$ cat src/rtl/mem_burst_pkg.sv
// Shared widths, FSM state encoding and read-FIFO payload for the burst master.
package mem_burst_pkg;

  localparam int unsigned ADDR_W     = 9;
  localparam int unsigned DATA_W     = 32;
  localparam int unsigned LEN_W      = 4;
  localparam int unsigned FIFO_DEPTH = 2;
  localparam int unsigned CNT_W      = 2;          // holds 0..FIFO_DEPTH
  localparam int unsigned OCC_W      = CNT_W + 1;  // occupancy + in-flight headroom

  typedef enum logic [1:0] {
    IDLE   = 2'd0,
    WRITE  = 2'd1,
    READ   = 2'd2,
    RDRAIN = 2'd3
  } state_t;

  typedef struct packed {
    logic              last;
    logic [DATA_W-1:0] data;
  } rd_beat_t;

endpackage

$ cat src/rtl/mem_rd_fifo.sv
// Two-entry synchronous FIFO holding read beats ({last, data}) until the consumer takes them.
module mem_rd_fifo
  import mem_burst_pkg::*;
(
  input  logic             clk,
  input  logic             rst,
  input  logic             push,
  input  rd_beat_t         push_beat,
  input  logic             pop,
  output rd_beat_t         head,
  output logic [CNT_W-1:0] count
);

  rd_beat_t entries [FIFO_DEPTH];
  // With two entries a single toggling bit is a complete pointer.
  logic     wr_ptr;
  logic     rd_ptr;

  always_ff @(posedge clk or posedge rst) begin
    if (rst) begin
      for (int unsigned i = 0; i < FIFO_DEPTH; i++) begin
        entries[i] <= '0;
      end
      wr_ptr <= 1'b0;
      rd_ptr <= 1'b0;
      count  <= '0;
    end else begin
      if (push) begin
        entries[wr_ptr] <= push_beat;
        wr_ptr          <= ~wr_ptr;
      end
      if (pop) begin
        rd_ptr <= ~rd_ptr;
      end
      case ({push, pop})
        2'b10:   count <= count + CNT_W'(1);
        2'b01:   count <= count - CNT_W'(1);
        default: count <= count;
      endcase
    end
  end

  assign head = entries[rd_ptr];

endmodule

$ cat src/rtl/mem_burst_master.sv
// Burst initiator: turns (addr, len) requests into one memory access per cycle,
// feeding writes from the wr stream and returning reads on the rd stream.
module mem_burst_master
  import mem_burst_pkg::*;
(
  input  logic              clk,
  input  logic              rst,
  input  logic              req_valid,
  output logic              req_ready,
  input  logic              req_write,
  input  logic [ADDR_W-1:0] req_addr,
  input  logic [LEN_W-1:0]  req_len,
  input  logic              wr_valid,
  output logic              wr_ready,
  input  logic [DATA_W-1:0] wr_data,
  output logic              rd_valid,
  input  logic              rd_ready,
  output logic [DATA_W-1:0] rd_data,
  output logic              rd_last,
  output logic              done,
  output logic [ADDR_W-1:0] mem_addr,
  output logic [DATA_W-1:0] mem_data_in,
  output logic              mem_we,
  output logic              mem_burst_enable,
  output logic [LEN_W-1:0]  mem_burst_length,
  input  logic [DATA_W-1:0] mem_data_out
);

  state_t            state;
  logic [ADDR_W-1:0] base_addr;
  logic [LEN_W-1:0]  len_q;
  logic [LEN_W-1:0]  beat;
  logic              inflight;
  logic              inflight_last;
  logic              done_q;

  rd_beat_t          head;
  rd_beat_t          push_beat;
  logic [CNT_W-1:0]  count;
  logic [OCC_W-1:0]  occ_used;
  logic [ADDR_W-1:0] cur_addr;
  logic              wr_hs;
  logic              pop;
  logic              issue;
  logic              last_beat;

  assign cur_addr  = base_addr + ADDR_W'(beat);
  assign last_beat = (beat == len_q);
  assign wr_hs     = (state == WRITE) && wr_valid;
  assign pop       = rd_valid && rd_ready;

  // Occupancy after this cycle's pop plus the beat still coming back from memory;
  // counting the pop is what allows one read per cycle when the consumer keeps up.
  assign occ_used = OCC_W'(count) - OCC_W'(pop) + OCC_W'(inflight);
  assign issue    = (state == READ) && (occ_used < OCC_W'(FIFO_DEPTH));

  always_ff @(posedge clk or posedge rst) begin
    if (rst) begin
      state         <= IDLE;
      base_addr     <= '0;
      len_q         <= '0;
      beat          <= '0;
      inflight      <= 1'b0;
      inflight_last <= 1'b0;
      done_q        <= 1'b0;
    end else begin
      done_q        <= 1'b0;
      inflight      <= issue;
      inflight_last <= issue && last_beat;
      case (state)
        IDLE: begin
          if (req_valid) begin
            base_addr <= req_addr;
            len_q     <= req_len;
            beat      <= '0;
            state     <= req_write ? WRITE : READ;
          end
        end
        WRITE: begin
          if (wr_hs) begin
            if (last_beat) begin
              done_q <= 1'b1;
              state  <= IDLE;
            end else begin
              beat <= beat + LEN_W'(1);
            end
          end
        end
        READ: begin
          if (issue) begin
            if (last_beat) begin
              state <= RDRAIN;
            end else begin
              beat <= beat + LEN_W'(1);
            end
          end
        end
        RDRAIN: begin
          if (pop && head.last) begin
            done_q <= 1'b1;
            state  <= IDLE;
          end
        end
        default: state <= IDLE;
      endcase
    end
  end

  // Memory returns data one cycle after the address; capture it the cycle after issue.
  assign push_beat.last = inflight_last;
  assign push_beat.data = mem_data_out;

  mem_rd_fifo u_fifo (
    .clk       (clk),
    .rst       (rst),
    .push      (inflight),
    .push_beat (push_beat),
    .pop       (pop),
    .head      (head),
    .count     (count)
  );

  assign req_ready        = (state == IDLE);
  assign wr_ready         = (state == WRITE);
  assign mem_we           = wr_hs;
  assign mem_addr         = ((state == WRITE) || (state == READ)) ? cur_addr : '0;
  assign mem_data_in      = (state == WRITE) ? wr_data : '0;
  assign rd_valid         = (count != '0);
  assign rd_data          = rd_valid ? head.data : '0;
  assign rd_last          = rd_valid && head.last;
  assign done             = done_q;
  assign mem_burst_enable = 1'b0;
  assign mem_burst_length = '0;

endmodule

$ cat config.mk
export PLATFORM = sky130hd
export DESIGN_NAME = mem_burst_master
export DESIGN_NICKNAME = d
export VERILOG_FILES = /design/src/rtl/mem_burst_pkg.sv /design/src/rtl/mem_rd_fifo.sv /design/src/rtl/mem_burst_master.sv
export SDC_FILE = /design/constraint.sdc
export NUM_CORES = 1
export LEC_CHECK = 0
export BUFFER_PORTS_ARGS = -buffer_cell sky130_fd_sc_hd__buf_2
export CELL_PAD_IN_SITES_DETAIL_PLACEMENT = 1
export CELL_PAD_IN_SITES_GLOBAL_PLACEMENT = 1
export CORE_UTILIZATION = 42
export CTS_CLUSTER_DIAMETER = 30
export DETAILED_ROUTE_END_ITERATION = 10
export GPL_TIMING_DRIVEN = 0
export PLACE_DENSITY_LB_ADDON = 0.15
export REMOVE_ABC_BUFFERS = 1
export SYNTH_ARGS = -nofsm -noshare
export SYNTH_HDL_FRONTEND = slang
export SYNTH_SLANG_ARGS = --single-unit
$ cat constraint.sdc
create_clock -name clk -period 5.3 [get_ports clk]
set_input_delay 0.265 -clock clk [delete_from_list [all_inputs] [get_ports clk]]
set_output_delay 0.265 -clock clk [all_outputs]
set_load 0.02 [all_outputs]
==> results.json, run 1 <==
{
  "final_cell_mix": "161 x buf_2, 91 x dfrtp_1, 80 x mux2_2",
  "hold_viol": 0,
  "grt-ovfl-total": 0,
  "worst_pin_slew_ns": 0.896,
  "max_slew_margin_pct": 40.1,
  "busiest_layer": "met2",
  "first_pass_iters": 4,
  "ff_latch_area_um2": 2300,
  "synth_top_cell_by_area": "dfrtp_1",
  "status": "completed",
  "grt_max_degree": 57,
  "vias": 3510,
  "ant_nets": 0,
  "cts_tree": "built",
  "rows": 38,
  "grt_first_pass_wirelength_mm": 17.9,
  "ctsLongestPathBuffers": 2,
  "synth.cell_area_um2": 4760,
  "synth_warnings": 0,
  "synth_top_area_share_pct": 48.4,
  "drt-total-wl_mm": 11.0,
  "p_int_uw": 2320,
  "layout_min_cycle_time_ns": 2.72,
  "setup_violations": 0,
  "dp_slack_ns": 2.77,
  "cts-resized-gates": 0,
  "layout_worst_path_cycle_share_pct": 51.2,
  "synthDistinctLibCells": 42,
  "hold_class": "in2reg",
  "crit_path_start_kind": "flop",
  "syn_to_final_growth_pct": 27.3,
  "cp-end-kind": "output pin",
  "postSynthAreaPerCell_um2": 11.7,
  "clkLatencyLatePin_ns": 0.34,
  "met1_usage_pct": 23.0,
  "rsz0062_at_grt": "false",
  "met3_usage_pct": 4.40,
  "final_core_utilization_pct": 55.4,
  "drtIter0Drc": 91,
  "netlist_top_cells_area": "dfrtp_1 48%, mux2_2 19%, mux2i_1 7.2%",
  "drc": 0,
  "ys_seq_area_share_pct": 48.4,
  "fmaxAchievable_mhz": 368,
  "cts_setup_buffers": 0,
  "mostFrequentLayoutCell": "buf_2",
  "arrival_ns": 2.45,
  "die-area_um2": 11800,
  "min_from": "req_addr[0]",
  "multi_input_area_um2": 2320,
  "drive_above_1_share_pct": 48.0,
  "worstPathCellList": "ha_1 > inv_1 > fa_1 > nor2b_1 > o21ai_0 > a21oi_1 > xor2_1 > and2_1 > buf_2",
  "fin_nets": 656,
  "start_util_pct": 43.5,
  "cpMaxStageDelayCell": "dfrtp_1",
  "cp_num_buf_inv": 2,
  "ys_ff_latch": 92,
  "io_pins": 167,
  "layout_setup_ws_ns": 2.58,
  "gp_congestion": 0.706,
  "power_density_nw_per_um2": 635,
  "fin_tns_setup_ns": 0,
  "required_ns": 5.04,
  "crit_path_start": "beat[0]$_DFFE_PP0P_",
  "antenna_cells": 0,
  "power.switching_uw": 1520,
  "hpwl_mm": 7.84,
  "fillerInstances": 1232,
  "clock-skew-final_ns": 0.00843,
  "power_frac_comb_pct": 48.1,
  "cts.reportedPaths.clkPinSlew_ns": 0.07,
  "fin_cells": 707,
  "die_y_um": 108,
  "cts_buffers": 9,
  "switching_share_pct": 39.6,
  "vias_per_cell": 4.96,
  "crit_fanout": 5,
  "seq_power_share_pct": 33.4,
  "grt_pass1_vias": 3688,
  "crit_family": "adder cells",
  "pwr-share-clk_pct": 18.4,
  "core-area_um2": 10900,
  "root_buffer": "clkbuf_16",
  "grt_antenna_before_repair": 0,
  "rr_startpoint": "u_fifo.count[1]$_DFFE_PP0P_",
  "drv_cap": 0,
  "gr-usage-all-layers_pct": 19.6,
  "cts_sinks": 92,
  "die_w_um": 108,
  "port_buffers": 161,
  "wire_per_inst_um": 15.5,
  "met2_usage_pct": 35.5,
  "place_inst": 690,
  "vdd_ir_drop_max_uv": 266,
  "syn_inst": 407,
  "cts.htree.levels": 3,
  "p_leak_uw": 0.00307,
  "cts_hold_buf": 1,
  "hold_slack_ns": 0.157,
  "slowest_delay_ns": 0.44,
  "path_class": "reg2out",
  "drv_slew": 0
}
worst register-to-register path, cell delays in order, from the launching register on:
cell	delay, ns
dfrtp_1	0.52
inv_1	0.08
nor2_1	0.22
o21ai_0	0.14
fa_1	0.40
xnor2_1	0.19
a21boi_1	0.12
nor3_2	0.34
nand2_1	0.14
mux2_2	0.28
area by class of cell:
class | instances | share of cell area [%]
multi-input cells | 283 | 38.3
repair buffers | 165 | 14.6
clock buffers | 9 | 3.72
flip-flops and latches | 92 | 38.0
inverters | 11 | 0.723
well taps | 140 | 2.89
clock inverters | 7 | 1.78
Yosys cell counts:
cell,n
a21o_1,1
buf_4,5
a31o_2,1
inv_2,1
mux2i_1,34
a21boi_0,2
fa_1,2
a211o_1,1
and3_1,4
a22o_1,1
nor3b_1,1
a21boi_1,1
and2_1,37
o21a_1,1
nand3_1,2
xnor2_1,3
nor2b_1,4
a21oi_1,5
nand2_1,13
clkbuf_1,9
a22o_2,1
nand2b_1,5
o21ai_0,8
mux2_2,80
nor4_4,1
buf_2,10
ha_1,9
and2_2,1
o22ai_1,1
o211ai_2,1
conb_1,1
buf_1,1
nor2_1,42
nand3b_1,1
nor3_2,1
dfrtp_1,92
mux2_1,2
nand4b_1,2
inv_1,10
nor3_1,1
and3b_1,1
xor2_1,8
metrics by stage:
step / cell area, µm² / total power (µW)
floorplan: 4650 / 2590
global placement: 5630 / 3080
detailed placement: 5710 / 3170
CTS: 6050 / 3910
global route: 6050 / 4120
finish: 6050 / 3840
kinds of logic after synthesis:
kind of cell    synth area share, %
compound gates                 3.31
xor+xnor                       2.03
fa+ha+maj                      3.21
buf+inv                        3.50
flops                          48.4
mux                            26.6
other cells                  0.0788
simple gates                   12.9
power groups by stage:
stage / sequential (µW) / clock (µW) / combinational, µW
2_1_floorplan: 1240 / 0 / 1350
3_3_place_gp: 1290 / 0 / 1780
3_5_place_dp: 1300 / 0 / 1880
4_1_cts: 1290 / 730 / 1890
5_1_grt: 1330 / 758 / 2030
6_report: 1290 / 708 / 1850
state kept, by name (all words and copies together) (netlist names):
| register | cells |
|---|---|
| base_addr | 9 |
| beat | 4 |
| done | 1 |
| inflight | 1 |
| inflight_last | 1 |
| len_q | 4 |
| state | 2 |
| u_fifo.count | 2 |
| u_fifo.entries | 66 |
| u_fifo.rd_ptr | 1 |
| u_fifo.wr_ptr | 1 |
per-layer routing:
metal  share of wire [%]  up-vias  routed length [µm]
li1                    -     1681                   -
met1                  42     1724                4570
met2                  52       95                5670
met3                 5.8       10                 637
met4                0.87        0                  96
met5                   0        -                   0
worst paths after layout:
| kind | endpoint | slack [ns] | depth (start not counted) |
|---|---|---|---|
| min reg2reg | u_fifo.entries[36]$_DFFE_PP0P_ | 0.51 | 1 |
| max | mem_addr[8] | 2.58 | 9 |
| max in group asynchronous | u_fifo.entries[7]$_DFFE_PP0P_ | 4.15 | 4 |
| min in group asynchronous | base_addr[7]$_DFFE_PP0P_ | 0.51 | 3 |
| min | base_addr[0]$_DFFE_PP0P_ | 0.16 | 2 |
| max reg2reg | beat[0]$_DFFE_PP0P_ | 2.76 | 9 |
Note: power is estimated with default switching activity, not from simulation.
==> run 2: changes to the inputs <==
Settings changed: ABC_AREA from default to 1, CORE_UTILIZATION 42 to 36.
Clock period 5.3 ns to 2.7 ns, I/O delays scaled along.
==> run 2 against run 1 <==
Net effect:
- routed wire length increased by 20%
- non-clock buffer count rose by 2
- die area grew 19%
- cell count increased by 37%
- sequential share of layout area is 0.27 points lower
- sequential power increased by 95%
- setup slack lost 2.3 ns
- global-route usage up 0.42 points
- critical path depth increased by 2
- synthesized cell count increased by 58%
- largest cell class is now sequential cells
==> results.json, run 2 <==
{
  "status": "completed",
  "ctsLongestPathBuffers": 2,
  "met2_usage_pct": 36.4,
  "slowest_delay_ns": 0.39,
  "p_leak_uw": 0.00359,
  "reg_top3": "u_fifo.entries: 66 flops, base_addr: 9 flops",
  "synthFlopType": "dfrtp_1",
  "drc": 0,
  "antenna_cells": 0,
  "grt-ovfl-total": 0,
  "cp-end-kind": "output pin",
  "r2r-end": "beat[2]$_DFFE_PP0P_",
  "hpwl_mm": 9.02,
  "power_frac_comb_pct": 49.6,
  "power.switching_uw": 3450,
  "clkLatencyLatePin_ns": 0.34,
  "layout_setup_ws_ns": 0.265,
  "mostFrequentLayoutCell": "nand2_1",
  "synth.cell_area_um2": 4880,
  "path_class": "reg2out",
  "synth_edf_count": 0,
  "grt_antenna_before_repair": 0,
  "busiest_layer": "met2",
  "first_pass_iters": 4,
  "port_buffers": 161,
  "cpMaxStageDelayCell": "dfrtp_2",
  "crit_path_start_kind": "flop",
  "die-area_um2": 14000,
  "cts_buffers": 9,
  "arrival_ns": 2.30,
  "syn_inst": 645,
  "synth_warnings": 0,
  "root_buffer": "clkbuf_16",
  "syn_to_final_growth_pct": 25.1,
  "largest_reg_flops": 66,
  "grt_max_degree": 68,
  "rrSetupSlack_ns": 0.35,
  "crit_path_start": "beat[0]$_DFFE_PP0P_",
  "cts_tree": "built",
  "fmaxAchievable_mhz": 411,
  "drv_slew": 0,
  "drive_above_1_share_pct": 26.5,
  "synth.most_common_cell": "nand2_1",
  "layout_worst_path_cycle_share_pct": 90.2,
  "seq_power_share_pct": 33.8,
  "p_int_uw": 3990,
  "gp_congestion": 0.804,
  "top_register": "u_fifo.entries",
  "required_ns": 2.57,
  "hold_class": "in2reg",
  "met1_usage_pct": 23.6,
  "worstRegToRegCells": 13,
  "hold_slack_ns": 0.0168,
  "drtIter0Drc": 159,
  "wire_per_inst_um": 13.6,
  "setup_violations": 0,
  "met3_usage_pct": 5.26,
  "max_slew_margin_pct": 23.1,
  "netlist_top_cells_count": "222 x nand2_1, 95 x inv_1, 92 x dfrtp_1",
  "die_w_um": 118,
  "clock-skew-final_ns": 0.00696,
  "postSynthAreaPerCell_um2": 7.56,
  "worstPathCellList": "ha_1 > inv_1 > fa_1 > inv_1 > nand3_1 > nand2_1 > nand2_1 > o21ai_0 > o21ai_0 > nor2_1 > buf_2",
  "min_from": "req_addr[8]",
  "crit_fanout": 4,
  "vdd_ir_drop_max_uv": 476,
  "pwr-share-clk_pct": 16.6,
  "start_util_pct": 36.8,
  "fillerInstances": 1734,
  "vias": 4546,
  "rsz0062_at_grt": "false",
  "power_uw": 7440,
  "netlist_top_cells_area": "dfrtp_1 47%, nand2_1 17%, inv_1 7.3%",
  "hold_depth": 2,
  "cts.htree.levels": 3,
  "io_pins": 167,
  "core-area_um2": 13200,
  "synthDistinctLibCells": 33,
  "cp_num_buf_inv": 3,
  "ys_ff_latch": 92,
  "worst_pin_slew_ns": 1.15,
  "layout_min_cycle_time_ns": 2.43,
  "die_y_um": 118,
  "ff_latch_area_um2": 2300,
  "dp_slack_ns": -0.225,
  "fin_tns_setup_ns": 0,
  "cts_sinks": 92,
  "multi_input_area_um2": 2020,
  "vias_per_cell": 4.68,
  "ant_nets": 0,
  "fin_nets": 886,
  "post_dp_cell_area_um2": 5770,
  "power_density_nw_per_um2": 1220,
  "grt_first_pass_wirelength_mm": 22.3,
  "synthArstFlopShare_pct": 100,
  "hold_viol": 0,
  "ys_seq_area_share_pct": 47.2,
  "gr-usage-all-layers_pct": 20.0,
  "drt-total-wl_mm": 13.2,
  "cts.reportedPaths.clkPinSlew_ns": 0.06,
  "final_cell_mix": "221 x nand2_1, 161 x buf_2, 94 x inv_1",
  "synth_top_area_share_pct": 47.2,
  "rr_startpoint": "u_fifo.count[1]$_DFFE_PP0P_",
  "final_area_um2": 6100,
  "grt_pass1_vias": 4705,
  "crit_family": "adder cells",
  "synth_top_cell_by_area": "dfrtp_1",
  "min_to": "base_addr[8]$_DFFE_PP0P_",
  "switching_share_pct": 46.4,
  "drv_cap": 0,
  "rows": 42
}
-- run 2: cell count changes after synthesis, sizes merged, moves of 5 or more --
cell / delta
mux2: -77
nand2b: -5
o21ai: +66
xor2: -5
mux2i: -34
and2: -38
nand3: +14
clkbuf: +7
inv: +89
nand2: +211
a21oi: +44
nor2: -18
-- run 2: power groups by stage --
stage / Clock (µW) / Sequential [µW] / Combinational (µW)
global route: 1340 / 2610 / 4160
CTS: 1290 / 2530 / 3730
floorplan: 0 / 2370 / 2570
finish: 1240 / 2520 / 3690
detailed placement: 0 / 2530 / 3680
global placement: 0 / 2480 / 3550
-- run 2: layer usage --
metal  vias to the layer above  part of all wire (%)
met5                         -                     0
met4                         0                   1.0
met3                        12                   4.4
met2                        97                    52
met1                      2170                    42
li1                       2267                     -
-- run 2: cell families (layout without fill, tap and decap cells) --
logic type               count (synthesis)  in the layout  synth area share (%)
AO/OA/AOI/OAI                          124            124                  13.2
XOR/XNOR                                 4              4                 0.718
adder cells (fa/ha/maj)                 11             11                  3.13
buffers and inverters                  136            282                  11.8
flip-flops                              92             92                  47.2
multiplexers                             5              5                  1.15
other                                    1              5                0.0769
AND/OR/NAND/NOR                        272            273                  22.7
-- run 2: how the worst max path moves through the flow --
stage                                          end  slack, ns  cells after the start
floorplan                 base_addr[0]$_DFFE_PP0P_       0.17                      1
global placement    u_fifo.entries[31]$_DFFE_PP0P_      -0.96                      2
detailed placement             beat[2]$_DFFE_PP0P_      -0.23                     12
CTS                            beat[0]$_DFFE_PP0P_      0.003                     12
global route                           mem_addr[6]       0.06                     11
finish                                 mem_addr[6]       0.27                     11
-- run 2: layout make-up --
type	count	area share, %
Sequential cell	92	37.8
Multi-Input combinational cell	422	33.2
Timing Repair Buffer	167	14.5
Inverter	100	6.19
Clock buffer	10	3.75
Tap cell	176	3.61
Clock inverter	5	0.984
-- run 2: per-stage QoR --
| step | instances | utilization [%] |
|---|---|---|
| after detailed placement | 952 | 43.6 |
| after CTS | 969 | 45.9 |
| after global routing | 972 | 46.1 |
| after global placement | 950 | 43.2 |
| final | 972 | 46.1 |
| after floorplan | 613 | - |
-- run 2: what timing repair did --
item | 4_1_cts | 5_1_grt
hold buffers | 1 | 0
endpoints found under the hold margin | 48 | 0
setup endpoints to repair | 39 | 7
pin swaps | 1 | 1
cloned | 1 | 0
buffers inserted | 0 | 3
resized for setup | 1 | 1
